<file path="src/rtl/vga_frame_capture.sv">
`default_nettype none
// +----------------------------------------------------------------------------+
// | vga_frame_capture                                                          |
// | Captures one VGA frame, packs pixel pairs into 16-bit words, writes SRAM.  |
// | Optional test-pattern source: define VGA_CAP_TEST_PATTERN_EN.              |
// | Revision: 1.0                                                              |
// +----------------------------------------------------------------------------+
module vga_frame_capture #(
  parameter int H_START  = 144,
  parameter int H_ACTIVE = 640,
  parameter int V_START  = 35,
  parameter int V_ACTIVE = 480,
  parameter int ADDR_W   = 18
) (
  input  logic              clk,
  input  logic              rst,
  input  logic              arm,
  input  logic              hsync_in,
  input  logic              vsync_in,
  input  logic [7:0]        pixel_in,
`ifdef VGA_CAP_TEST_PATTERN_EN
  input  logic              test_pat,
`endif
  output logic              busy,
  output logic              frame_done,
  output logic              err,
  output logic [ADDR_W-1:0] addr,
  output logic [15:0]       data_out,
  output logic              we_n,
  output logic              ce_n,
  output logic              lb_n,
  output logic              ub_n
);

  localparam int c_CNT_W  = 10;
  localparam int c_WCNT_W = ADDR_W + 1;
  localparam logic [c_CNT_W-1:0]  c_CNT_MAX     = '1;
  localparam logic [c_CNT_W-1:0]  c_H_LO        = c_CNT_W'(H_START);
  localparam logic [c_CNT_W-1:0]  c_H_HI        = c_CNT_W'(H_START + H_ACTIVE);
  localparam logic [c_CNT_W-1:0]  c_V_LO        = c_CNT_W'(V_START);
  localparam logic [c_CNT_W-1:0]  c_V_HI        = c_CNT_W'(V_START + V_ACTIVE);
  localparam logic [c_WCNT_W-1:0] c_FRAME_WORDS = c_WCNT_W'((H_ACTIVE / 2) * V_ACTIVE);

  typedef enum logic [1:0] {
    S_IDLE    = 2'd0,
    S_WAIT_VS = 2'd1,
    S_CAPTURE = 2'd2,
    S_DONE    = 2'd3
  } state_t;

  state_t r_state;
  state_t w_state_nxt;

  logic                r_hs_d;
  logic                r_vs_d;
  logic [c_CNT_W-1:0]  r_h_cnt;
  logic [c_CNT_W-1:0]  r_v_cnt;
  logic [c_WCNT_W-1:0] r_word_cnt;
  logic [7:0]          r_low;
  logic                r_err;
  logic                r_we_n;
  logic [ADDR_W-1:0]   r_addr;
  logic [15:0]         r_data;

  logic                w_hs_fall;
  logic                w_vs_fall;
  logic                w_vs_start;
  logic [c_CNT_W-1:0]  w_h_cnt;
  logic [c_CNT_W-1:0]  w_v_cnt;
  logic                w_active;
  logic                w_x_odd;
  logic                w_wr;
  logic                w_arm_ok;
  logic [7:0]          w_byte;

  assign w_hs_fall  = r_hs_d & ~hsync_in;
  assign w_vs_fall  = r_vs_d & ~vsync_in;
  assign w_vs_start = (r_state == S_WAIT_VS) & w_vs_fall;

  // Counts valid for the current cycle: zero on the cycle the low sync is first seen.
  always_comb begin
    w_h_cnt = r_h_cnt;
    w_v_cnt = r_v_cnt;
    if (w_hs_fall) begin
      w_h_cnt = '0;
    end else if (r_h_cnt != c_CNT_MAX) begin
      w_h_cnt = r_h_cnt + c_CNT_W'(1);
    end
    if (w_vs_fall) begin
      w_v_cnt = '0;
    end else if (w_hs_fall && (r_v_cnt != c_CNT_MAX)) begin
      w_v_cnt = r_v_cnt + c_CNT_W'(1);
    end
  end

  assign w_active = (r_state == S_CAPTURE) && !w_vs_fall
                 && (w_h_cnt >= c_H_LO) && (w_h_cnt < c_H_HI)
                 && (w_v_cnt >= c_V_LO) && (w_v_cnt < c_V_HI);
  assign w_x_odd  = w_h_cnt[0] ^ c_H_LO[0];
  // Writes past a full frame are dropped so the address never wraps.
  assign w_wr     = w_active && w_x_odd && (r_word_cnt < c_FRAME_WORDS);

`ifdef VGA_CAP_TEST_PATTERN_EN
  logic [7:0] w_pat;
  assign w_pat  = (w_h_cnt[7:0] - c_H_LO[7:0]) ^ (w_v_cnt[7:0] - c_V_LO[7:0]);
  assign w_byte = test_pat ? w_pat : pixel_in;
`else
  assign w_byte = pixel_in;
`endif

  always_ff @(posedge clk or negedge rst) begin
    if (!rst) begin
      r_state <= S_IDLE;
    end else begin
      r_state <= w_state_nxt;
    end
  end

  always_comb begin
    w_state_nxt = r_state;
    w_arm_ok    = 1'b0;
    busy        = 1'b1;
    frame_done  = 1'b0;
    ce_n        = 1'b1;
    case (r_state)
      S_IDLE: begin
        busy = 1'b0;
        if (arm) begin
          w_state_nxt = S_WAIT_VS;
          w_arm_ok    = 1'b1;
        end
      end
      S_WAIT_VS: begin
        ce_n = 1'b0;
        if (w_vs_fall) w_state_nxt = S_CAPTURE;
      end
      S_CAPTURE: begin
        ce_n = 1'b0;
        if (w_vs_fall) w_state_nxt = S_DONE;
      end
      S_DONE: begin
        frame_done  = 1'b1;
        w_state_nxt = S_IDLE;
      end
      default: w_state_nxt = S_IDLE;
    endcase
  end

  always_ff @(posedge clk or negedge rst) begin
    if (!rst) begin
      r_hs_d     <= 1'b1;
      r_vs_d     <= 1'b1;
      r_h_cnt    <= '0;
      r_v_cnt    <= '0;
      r_word_cnt <= '0;
      r_low      <= '0;
      r_err      <= 1'b0;
      r_we_n     <= 1'b1;
      r_addr     <= '0;
      r_data     <= '0;
    end else begin
      r_hs_d  <= hsync_in;
      r_vs_d  <= vsync_in;
      r_h_cnt <= w_h_cnt;
      r_v_cnt <= w_v_cnt;
      if (w_arm_ok) begin
        r_err <= 1'b0;
      end else if ((r_state == S_DONE) && (r_word_cnt != c_FRAME_WORDS)) begin
        r_err <= 1'b1;
      end
      if (w_vs_start) begin
        r_word_cnt <= '0;
      end else if (w_wr) begin
        r_word_cnt <= r_word_cnt + c_WCNT_W'(1);
      end
      if (w_active && !w_x_odd) r_low <= w_byte;
      r_we_n <= ~w_wr;
      if (w_wr) begin
        r_addr <= r_word_cnt[ADDR_W-1:0];
        r_data <= {w_byte, r_low};
      end
    end
  end

  assign err      = r_err;
  assign addr     = r_addr;
  assign data_out = r_data;
  assign we_n     = r_we_n;
  assign lb_n     = r_we_n;
  assign ub_n     = r_we_n;

endmodule
`default_nettype wire
</file>
<file path="config.mk">
export PLATFORM = sky130hd
export DESIGN_NAME = vga_frame_capture
export DESIGN_NICKNAME = d
export VERILOG_FILES = /design/src/rtl/vga_frame_capture.sv
export SDC_FILE = /design/constraint.sdc
export NUM_CORES = 1
export LEC_CHECK = 0
export CAP_MARGIN = 20
export CORE_MARGIN = 2
export CORE_UTILIZATION = 60
export CTS_CLUSTER_SIZE = 25
export DETAILED_ROUTE_END_ITERATION = 6
export GPL_ROUTABILITY_DRIVEN = 0
export PLACE_DENSITY = 0.86
export SETUP_SLACK_MARGIN = 0.1
export SYNTH_ARGS = -nofsm -noshare
export SYNTH_HDL_FRONTEND = slang
export SYNTH_SLANG_ARGS = --single-unit
export TNS_END_PERCENT = 100
</file>
<file path="constraint.sdc">
create_clock -name clk -period 5 [get_ports clk]
set_input_delay 1 -clock clk [delete_from_list [all_inputs] [get_ports clk]]
set_output_delay 1 -clock clk [all_outputs]
set_load 0.02 [all_outputs]
</file>
# After elaboration in Yosys (flattened, before gate mapping)
# Index checks and enable logic that the tools add are counted.
dict set report totals {
  ff_bits 87
  inputBits 13
  out_inout_bits 41
}
dict set report op_classes {
  addsub 3
  magnitude_cmp 5
  eq_ne 9
  mux 17
  bitwise 6
  n_reduce_logical 17
}
# operator count
set op_table {}
lappend op_table {{$mux 10} 4}
lappend op_table {{$mux 19} 2}
lappend op_table {{$add 10x1->10 const B} 2}
lappend op_table {{$lt 10x10->1 const B} 2}
lappend op_table {{$ne 10x10->1 const B} 2}
lappend op_table {{$add 19x1->19 const B} 1}
lappend op_table {{$lt 19x18->1 const B} 1}
lappend op_table {{$ne 19x18->1 const B} 1}
lappend op_table {{$ge 10x6->1 const B} 1}
lappend op_table {{$ge 10x8->1 const B} 1}
lappend op_table {{$logic_and 1x1->1} 10}
lappend op_table {{$pmux 2 s4} 1}
lappend op_table {{$mux 1} 7}
lappend op_table {{$mux 2} 3}
lappend op_table {{$ne 2x2->1 const B} 3}
lappend op_table {{$eq 2x2->1 const B} 2}
lappend op_table {{$reduce_bool 2->1} 2}
lappend op_table {{$and 1x1->1} 3}
lappend op_table {{$not 1->1} 3}
lappend op_table {{$reduce_and 3->1} 1}
lappend op_table {{$eq 2x1->1 const B} 1}
lappend op_table {{$logic_not 1->1} 2}
lappend op_table {{$logic_not 2->1} 1}
lappend op_table {{$reduce_or 2->1} 1}

# Logic depth before layout (Yosys ltp)
dict set report logic_depth {
  depth_word 12
  depth_mapped 11
}

# Worst setup path after synthesis
# Ideal clock, no wire load.
dict set report synth_path {
  path_kind {input port to flip-flop}
  from {input port hsync_in}
  to {register r_data[10] (netlist: data_out[10])}
  arrival_time_ns 3.067
  required_ns 4.875
  setup_slack_ns 1.808
  stages 8
  path_cell_list {nand4b_1 > nor4b_2 > mux2i_1 > nor3_1 > nand4b_1 > a211oi_4 > buf_2 > mux2_2}
}
dict set report synth_via {
  elab_chain_len 10
  elab_cells_between_ends 16
}
# item line
set synth_rtl {}
lappend synth_rtl {{start, declared} 18} ;# input logic hsync_in,
lappend synth_rtl {{$not 1->1 *} 76} ;# assign w_hs_fall = r_hs_d & ~hsync_in;
lappend synth_rtl {{$and 1x1->1 *} 76}
lappend synth_rtl {{$logic_and 1x1->1 *} 91} ;# end else if (w_hs_fall && (r_v_cnt != c_CNT_MAX)) begin
lappend synth_rtl {{$mux 10 *} 91}
lappend synth_rtl {{$mux 10 *} 89} ;# if (w_vs_fall) begin
lappend synth_rtl {{named net w_v_cnt[7]} 69} ;# logic [c_CNT_W-1:0] w_v_cnt;
lappend synth_rtl {{$ge 10x6->1} 98} ;# && (w_v_cnt >= c_V_LO) && (w_v_cnt < c_V_HI);
lappend synth_rtl {{$logic_and 1x1->1} 98}
lappend synth_rtl {{$logic_and 1x1->1 *} 98}
lappend synth_rtl {{$logic_and 1x1->1 * (2 in series)} 101} ;# assign w_wr = w_active && w_x_odd && (r_word_cnt < c_FRAME_WORDS);
lappend synth_rtl {{end signal, assigned} 180} ;# r_data <= {w_byte, r_low};
lappend synth_rtl {{end, declared} 63} ;# logic [15:0] r_data;
# The timed path passes the listed nets; every way through them passes the cells marked *.
# A chain may end at the register's enable or synchronous reset.

# Worst setup path in the final report
dict set report layout_path {
  from {input port hsync_in}
  to {register r_word_cnt[12]}
}
dict set report layout_via {
  elab_chain_len 11
  elab_cells_between_ends 17
}
# item line
set layout_rtl {}
lappend layout_rtl {{$not 1->1 *} 76}
lappend layout_rtl {{$and 1x1->1 *} 76}
lappend layout_rtl {{$logic_and 1x1->1 *} 91}
lappend layout_rtl {{$mux 10 *} 91}
lappend layout_rtl {{$mux 10 *} 89}
lappend layout_rtl {{named net w_v_cnt[4]} 69}
lappend layout_rtl {{$ge 10x6->1} 98}
lappend layout_rtl {{$logic_and 1x1->1} 98}
lappend layout_rtl {{$logic_and 1x1->1 *} 98}
lappend layout_rtl {{$logic_and 1x1->1 * (2 in series)} 101}
lappend layout_rtl {{$reduce_bool 2->1 (no source line) *} n/a}
lappend layout_rtl {{end signal, assigned} 174} ;# r_word_cnt <= r_word_cnt + c_WCNT_W'(1);
lappend layout_rtl {{end, declared} 58} ;# logic [c_WCNT_W-1:0] r_word_cnt;
# Marked as above.

==> results.md <==
- Status: complete, no violations
- DR pass1 iterations: 4
- Final setup fails: 0
- RSZ-0062 raised after global routing: no
- Drt via density: around 6.0
- PortBufs: 53
- Syn Inst Count: 370
- VDD IR-drop max: approximately 170 uV
- Total power: 1.524 mW
- Post-Place Cells: just over 500
- TritonCTS clock tree: done
- Top cell by count, worst path: a211oi_1
- Dpl hpwl: around 6100 um
- Worst setup path startpoint: hsync_in
- Post-synth ARST share: 1.000
- Final WL: 8808 um
- Clock latency at the later pin of the worst-skew pair: 0.36 ns
- Layout Skew: 0.007594 ns
- Post-synth EDFFs: 0
- PD cells: 299.5 mW/mm^2
- Post-Syn Area: 0.004237 mm^2
- Cts bufs inserted: 9
- ANT cells: 0
- Fill cells: approximately 460
- Final hold violations: 0
- Max-slew violations: 0
- FF/Latch Area: 0.002181 mm^2
- DR iter-0 viols: approximately 130
- Die Y: 88.03 um
- Layout cell share with drive strength beyond 1: 0.1822
- Mean area per synthesized cell: between 10 and 15 um^2
- Period utilization: 0.8686
- Worst EP required: 5.25 ns
- Initial Util: 0.6201
- Core area: 0.006832 mm^2
- RR Startpoint: r_hs_d
- Max-slew headroom: 0.4779
- Max FO, Critical Path: 13
- Yosys top cell by area: dfrtp_1
- Crit start category: input port
- H-tree depth: 3
- Cell chain of the critical path: clkdlybuf4s50_1 > nor2b_1 > and3_1 > a211oi_1 > a211oi_1 > nand4b_1 > a211oi_4 > nor2_1 > a221o_1
- Number of synthesis warnings: 0
- R2R Setup Slk: between 1 and 1.5 ns
- Yosys top cell area share: 0.4962
- Minimum clock period: around 4.3 ns
- Initial antenna violation count: 0
- Element type at the critical path end: flop
- Post-synthesis sequential area ratio: 0.5148
- Count leader, synth: dfrtp_1
- Global route overflow: 0
- Post-DR wirelength/cell: between 15 and 20 um
- CP max stage delay: 0.67 ns
- Commonest cells in the netlist: dfrtp_1 (84), mux2_2 (44), nor2_1 (24), nand2_1 (23), and3_1 (16)
- Max clock buf depth: 2
- M3 GR Usage: 0.04807
- Clock transition at path regs: approximately 0.09 ns
- Met2 Use GR: 0.4063
- Syn nets: 392
- Fmax: 0.2303 GHz
- Die width: 88.03 um
- Core Rows: 30
- GRT Util Overall: 0.2413
- Slowest CP cell: a211oi_4
- Routed Antenna Nets: 0
- #FFs+latches synth: 87
- Clock sinks: between 80 and 90
- Vias: 3128
- Layout net count: 445
- DRC errors left: 0
- Setup TNS: 0 ns
- Met1 usage: 0.3108
- Worst path buffer plus inverter count: 1
- Resized cells post-CTS: 0
- P_leak: ~2.3 nW
- First-pass GRT wire length: 14410 um
- Die ar.: 0.007749 mm^2
- Area Overhead vs Synth: 20.05%
- Top FF cell, synth: dfrtp_1
- Vias in the first global route: 3026
- IO Count: between 50 and 60
- CP Class: in2reg
- Hold_sp: r_low[3]
- CTS root buffer: clkbuf_8
- Hold crit path type: reg2reg
- Synth unique cells: 54
- Final Instance Count excl. Fillers: 524
- Worst EP arrival: 4.59 ns
- CTS Hold Bufs: 0
- Post-CTS setup buffer count: 0
- GRT busiest layer: met2
- Worst-margin pin slew: around 0.78 ns
- Area of the multi-input gates: 0.001936 mm^2
- Max_cap viols: 0
- Synth area leaders: dfrtp_1 (50%), mux2_2 (12%), ha_1 (2.7%), and3_1 (2.4%), nor2_1 (2.1%)
- Largest net degree at the start of global routing: 88
- CP top delay family: simple AND/OR/NAND/NOR gates
flip-flops by register name, summed over array words and instances (netlist names):
signal	cells
data_out	16
addr	18
r_low	8
r_vs_d	1
lb_n	1
r_word_cnt	19
r_state	2
r_v_cnt	10
err	1
r_h_cnt	10
r_hs_d	1
kinds of logic after synthesis:
logic type	Yosys count	synth area share
adders and majority gates	9	0.02658
muxes	52	0.1359
DFF	87	0.5148
xor gates and xnor gates	7	0.01447
and+or+nand+nor	127	0.1627
AOI/OAI and AO/OA	62	0.1173
buffers and inverters	26	0.02835
per-layer routing:
layer	part of all wire	wire length, um
met5	0	0
met2	0.51	4528
met3	0.037	329
met4	0.016	138
met1	0.43	3812
worst paths after layout:
| kind | cells past startpoint | endpoint |
|---|---|---|
| setup / recovery | 9 | r_word_cnt[12] |
| hold / removal | 1 | data_out[3] |
| setup reg to reg | 8 | r_word_cnt[12] |
| hold reg to reg | 1 | data_out[3] |
| max in group asynchronous | 2 | lb_n |
| min in group asynchronous | 1 | r_v_cnt[1] |
cell usage in the layout (no fill, tap or decap), types with 2 or more instances in the layout:
cell type and n:
nor2_1 24, or3_1 3, a311oi_2 2, nand2_1 23, a211oi_1 6, a41oi_1 4
nand3_1 13, nor3_1 10, and3_1 16, or4_1 2, and2_1 6, o21ai_0 8
nand2b_1 7, a221o_1 7, clkdlybuf4s50_1 52, nor2b_1 4, a21o_1 2, and4_1 3
mux2_2 44, nand4_1 5, nand4b_1 4, ha_1 9, a31oi_1 7, dfstp_2 3
mux2i_1 8, clkbuf_8 10, a21oi_1 9, inv_1 8, dfrtp_1 84, a311oi_1 3
clkinvlp_4 4, a2111oi_0 2, buf_4 6, xnor2_1 6
worst reg2reg max path, delay by kind of cell, from the launching register on:
| family | cells | cell delay (ns) |
|---|---|---|
| compound gates | 4 | 1.55 |
| flops | 1 | 0.56 |
| simple gates | 4 | 1.57 |
report_power, final:
group / internal (mW) / switching, mW / total (mW)
sequential: 0.736 / 0.0381 / 0.774
combinational: 0.103 / 0.139 / 0.242
clock: 0.246 / 0.262 / 0.508
metrics by stage:
step           cell area [um^2]  worst slack, ns  hold WS [ns]  utilization
2_1_floorplan              4237            1.808        0.4679            -
3_3_place_gp               4852           0.6022        0.4806       0.7103
3_5_place_dp               4852           0.3556        0.4916       0.7103
4_1_cts                    5059           0.6997        0.5121       0.7405
5_1_grt                    5086           0.4361        0.5223       0.7445
6_report                   5086           0.6571        0.5075       0.7445
cell type report:
cell class,count,area share
Clock buffer,10,0.02706
Multi-Input combinational cell,257,0.3806
Clock inverter,6,0.01353
Tap cell,96,0.02362
Sequential cell,87,0.4288
Timing Repair Buffer,60,0.1205
Inverter,8,0.005904
Note: power is estimated with default switching activity, not from simulation.
==> RTL edit 1, RTL diff (config.mk and constraints unchanged) <==
The parameter `ADDR_W` goes from 18 to 36.
--- a/src/rtl/vga_frame_capture.sv
+++ b/src/rtl/vga_frame_capture.sv
@@ -11,5 +11,5 @@
   parameter int V_START  = 35,
   parameter int V_ACTIVE = 480,
-  parameter int ADDR_W   = 18
+  parameter int ADDR_W   = 36
 ) (
   input  logic              clk,
Ports: changed (resized addr); port bits go from 54 to 72. The function was not compared with the original's and may differ.
==> RTL edit 1 against the unedited design <==
  * Final area grew 35%
  * Cell count grew 29%
  * Sequential cell count grew 36
  * Setup slack gained 0.73 ns
  * Wire length grew 42%
  * Global-route usage grew 2.4 points
  * Synthesized cell count grew 29%
  * Sequential power grew 38%
  * Total power grew 69%
  * Synthesized area grew 30%
==> RTL edit 1: results (changes against the unedited design) <==
| Metric | Value |
|---|---|
| Status | `finished clean` |
| Commonest cells in the netlist | `dfrtp_1, and2_1, nand2_1, mux2_1, a21oi_1` |
| Nets | `575 (+29%)` |
| Number of distinct library cells after synthesis | `59 (+9.3%)` |
| DRT Pass-1 Iters | `5 (+1)` |
| Met2 wire length | `6130 um (+35%)` |
| GRT Total Usage | `26.5% (+2.4 points)` |
| Max FFs per register | `37 (+18)` |
| WP data arrival | `4.01 ns (-0.58 ns)` |
| CTS H-Tree Depth | `4 (+1)` |
| Detailed placement HPWL | `7670 um (+25%)` |
| Max FO, Critical Path | `8 (-5)` |
| Pin count of the biggest net entering global routing | `93 (+5.7%)` |
| Asr flop ratio synth | `100% (unchanged)` |
| Avg Vias per Cell | `6.19 (+3.7%)` |
| Routed Wire Length | `12500 um (+42%)` |
| Slew @ Worst Pin | `0.746 ns (-0.0352 ns)` |
| Pleak | `3.28 nW (+42%)` |
| Met3 WL | `965 um (+190%)` |
| Clock-pin slew on the worst setup and hold paths | `0.06 ns (-0.03 ns)` |
| Met1 wire length | `4920 um (+29%)` |
| Iter 0 DRT Violations | `318 (+140%)` |
| Synth area leaders | `dfrtp_1, mux2_1, and2_1` |
| Pint | `1.91 mW (+76%)` |
| Clock Tree Buf Depth | `2 (unchanged)` |
| Syn_nets | `501 (+28%)` |
| Post-synthesis sequential area ratio | `55.8% (+4.3 points)` |
| Port bufs | `71 (+34%)` |
| Clk_lat worst skew | `0.51 ns (+0.15 ns)` |
| Layout cell share with drive strength beyond 1 | `12.2% (-6.0 points)` |
| First-pass GRT wire length | `20800 um (+45%)` |
| Cts bufs inserted | `17 (+8)` |
| HP Class | `primary input to asynchronous set/reset pin` |
| Post-DP Area | `6280 um^2 (+29%)` |
-- RTL edit 1: cell types whose count changed in the layout (fill, tap and decap cells not counted), moves of 7 or more --
cell	change
mux2_1	+25
or3_1	+8
mux2_2	-29
dfrtp_1	+36
a221o_1	-7
a21oi_1	+13
clkbuf_8	-8
a21o_1	+9
clkbuf_16	+16
and2_1	+25
clkdlybuf4s50_1	+18
-- RTL edit 1: power by group through the flow --
stage	Combinational, mW	Clock, mW	Sequential, mW
after floorplan	0.147	0	1.08
after global placement	0.247	0	1.08
after detailed placement	0.260	0	1.08
after CTS	0.278	1.24	1.07
after global routing	0.303	1.28	1.07
final	0.277	1.23	1.07
-- RTL edit 1: layout make-up --
class                      instances  area (um^2)
tap                              111          139
multi-input combinational        323         2260
clock inverter                    13          169
sequential                       123         3080
timing repair buffer              75          751
clock buffer                      18          428
inverter                          13         48.8
fill                             541         2190
-- RTL edit 1: per-stage QoR --
stage / worst slack [ns] / hold WS [ns] / power [mW] / std cells / util, %
after CTS: 1.40 / 0.437 / 2.58 / 676 / 75.8
after floorplan: 1.85 / 0.454 / 1.23 / 479 / -
after global routing: 1.18 / 0.464 / 2.66 / 676 / 75.8
after global placement: 1.02 / 0.467 / 1.33 / 645 / 69.3
final: 1.38 / 0.434 / 2.57 / 676 / 75.8
after detailed placement: 0.901 / 0.471 / 1.34 / 645 / 69.3
-- RTL edit 1: cell families after synthesis --
| logic type | count (synthesis) | synth area share [%] |
|---|---|---|
| compound gates | 76 | 8.86 |
| mux | 42 | 8.52 |
| buf+inv | 33 | 3.47 |
| fa+ha+maj | 9 | 2.04 |
| simple gates | 186 | 19.7 |
| xor+xnor | 10 | 1.59 |
| flops | 123 | 55.8 |
-- RTL edit 1: path summary, 6_finish.rpt --
path,startpoint,endpoint,slack [ns],cells past startpoint
worst min-delay path,rst,addr[11],0.43,1
max in group asynchronous,rst,r_low[3],3.46,2
worst max-delay path,hsync_in,r_low[0],1.38,9
worst min register to register,addr[20],addr[20],0.48,1
worst max register to register,r_v_cnt[0],r_low[0],1.75,9
min in group clk,addr[20],addr[20],0.48,1
-- RTL edit 1: metal layers --
| metal | track usage, % | vias to the layer above |
|---|---|---|
| met4 | 11.8 | 0 |
| met2 | 42.5 | 210 |
| li1 | - | 1856 |
| met3 | 8.22 | 59 |
| met1 | 33.6 | 2058 |
| met5 | 0 | - |
-- RTL edit 1: critical path: stages --
cell and delay (ns):
clkdlybuf4s50_1 0.49, nand3b_1 0.25, nor3_1 0.35, nand4_1 0.18, a31o_2 0.28, nor4_2 0.36
nor3_1 0.15, nor4_4 0.53, mux2_2 0.41
==> RTL edit 2, RTL diff (config.mk and constraints unchanged) <==
Without the edit above. Add an input register stage for `arm`, `hsync_in` and `vsync_in`, with the module's reset; this delays them by one clock. The other inputs are not delayed to match.
--- a/src/rtl/vga_frame_capture.sv
+++ b/src/rtl/vga_frame_capture.sv
@@ -49,4 +49,20 @@
   } state_t;
 
+  logic arm_q;
+  logic hsync_q;
+  logic vsync_q;
+
+  always_ff @(posedge clk or negedge rst) begin
+    if (!rst) begin
+      arm_q   <= '0;
+      hsync_q <= '0;
+      vsync_q <= '0;
+    end else begin
+      arm_q   <= arm;
+      hsync_q <= hsync_in;
+      vsync_q <= vsync_in;
+    end
+  end
+
   state_t r_state;
   state_t w_state_nxt;
@@ -74,6 +90,6 @@
   logic [7:0]          w_byte;
 
-  assign w_hs_fall  = r_hs_d & ~hsync_in;
-  assign w_vs_fall  = r_vs_d & ~vsync_in;
+  assign w_hs_fall  = r_hs_d & ~hsync_q;
+  assign w_vs_fall  = r_vs_d & ~vsync_q;
   assign w_vs_start = (r_state == S_WAIT_VS) & w_vs_fall;
 
@@ -126,5 +142,5 @@
       S_IDLE: begin
         busy = 1'b0;
-        if (arm) begin
+        if (arm_q) begin
           w_state_nxt = S_WAIT_VS;
           w_arm_ok    = 1'b1;
@@ -160,6 +176,6 @@
       r_data     <= '0;
     end else begin
-      r_hs_d  <= hsync_in;
-      r_vs_d  <= vsync_in;
+      r_hs_d  <= hsync_q;
+      r_vs_d  <= vsync_q;
       r_h_cnt <= w_h_cnt;
       r_v_cnt <= w_v_cnt;
Check against the original RTL: not equivalent (Yosys sat finds a counterexample within 4 cycles, from zero or initial values and one cycle with rst low).
==> RTL edit 2 against the unedited design <==
  * Sequential power grew 3.6%
  * Setup slack improved by 0.73 ns
  * Count of clock-buffer cells in the layout unchanged
  * Cell count rose by 4.6%
  * First-iteration DRC count is 140% higher
  * Clock power decreased by 9.1%
  * Combinational power increased by 3%
  * Final area up 1.8%
  * Synthesized area rose by 3.7%
  * Wire length up 3.6%
  * Clock skew grew 0.0035 ns
  * Sequential cell count rose by 3
  * Total power down 0.60%
  * Register-to-register slack better by 0.17 ns
==> RTL edit 2: results (changes against the unedited design) <==
| Metric | Value |
|---|---|
| Post-DP Area | `5000 um^2 (+3.0%)` |
| Hold WS | `0.416 ns (-0.0914 ns)` |
| GRT Total Usage | `24.8% (+0.70 points)` |
| Number of distinct library cells after synthesis | `57 (+5.6%)` |
| Iter 0 DRT Violations | `316 (+140%)` |
| Core region area | `7180 um^2 (+5.0%)` |
| Placed instance count | `532 (+4.9%)` |
| Gate power share | `16.5% (+0.6 points)` |
| Post-Synth Adder-Cell Area | `2.56% (-0.094 points)` |
| Commonest cells in the netlist | `dfrtp_1, mux2_2, nand2_1, nor2_1, nor3_1` |
| Drt wl/cell | `16.7 um (-0.89%)` |
| Vias in the first global route | `3275 (+8.2%)` |
| Compound-Gate Fraction of Synth Area | `11.9% (+0.18 points)` |
| R2r endpoint | `r_word_cnt[5]` |
| Hold Path End | `r_vs_d` |
| Multi-input gates | `273 (+6.2%)` |
| WP data arrival | `3.89 ns (-0.70 ns)` |
| Comb. pwr | `250 uW (+3%)` |
| Met2 wire length | `4340 um (-4.1%)` |
| Met3 WL | `556 um (+69%)` |
| Clock share of power | `30.5% (-2.8 points)` |
| Global-route track usage on met1 | `33.9% (+2.8 points)` |
| Nets | `466 (+4.7%)` |
| Avg Vias per Cell | `6.10 (+2.2%)` |
| CP delay by family, top | `compound AO/OA/AOI/OAI gates` |
| Pin count of the biggest net entering global routing | `53 (-40%)` |
| Clk_lat worst skew | `0.38 ns (+0.02 ns)` |
| GR Util met3 | `6.65% (+1.8 points)` |
| Signal buf overhead | `11.0% (-1.0 points)` |
| Max transition margin | `44.8% (-2.9 points)` |
| CP max stage delay | `0.76 ns (+0.09 ns)` |
| VDD IR-drop max | `0.282 mV (+65%)` |
| Pleak | `2.24 nW (-2.7%)` |
| FFs & Latches | `90 (+3.4%)` |
| Net Sw Power | `465 uW (+5.9%)` |
| Status | `finished clean` |
| DRT Pass-1 Iters | `5 (+1)` |
| Inverter count | `13 (+5)` |
| Slowest stage cell, crit path | `o31ai_4` |
| Post-synthesis sequential area ratio | `51.4% (-0.11 points)` |
RTL edit 2: changes by cell type in the layout (fill, tap and decap cells not counted), sizes merged, moves of 4 or more:
cell and delta:
a31oi -4, nor3 +11, inv +6, and3 -5
a21oi +7, nand3 +7, nor4 +4, o31ai +7
or4 +6
RTL edit 2: worst max path at each step:
stage	from	endpoint	slack, ns	depth (start not counted)
finish	r_v_cnt[0]	r_word_cnt[5]	1.38	10
global route	r_v_cnt[0]	r_word_cnt[17]	1.02	10
CTS	r_v_cnt[0]	r_word_cnt[5]	1.40	10
detailed placement	r_v_cnt[0]	r_word_cnt[2]	1.41	10
global placement	r_v_cnt[0]	data_out[12]	1.21	9
floorplan	r_hs_d	data_out[10]	2.14	10
RTL edit 2: logic make-up (layout without fill, tap and decap cells):
group | after synthesis | in the layout
xor+xnor | 5 | 5
simple gates | 146 | 146
compound gates | 67 | 67
mux | 46 | 46
buf+inv | 29 | 86
fa+ha+maj | 9 | 9
flops | 90 | 90
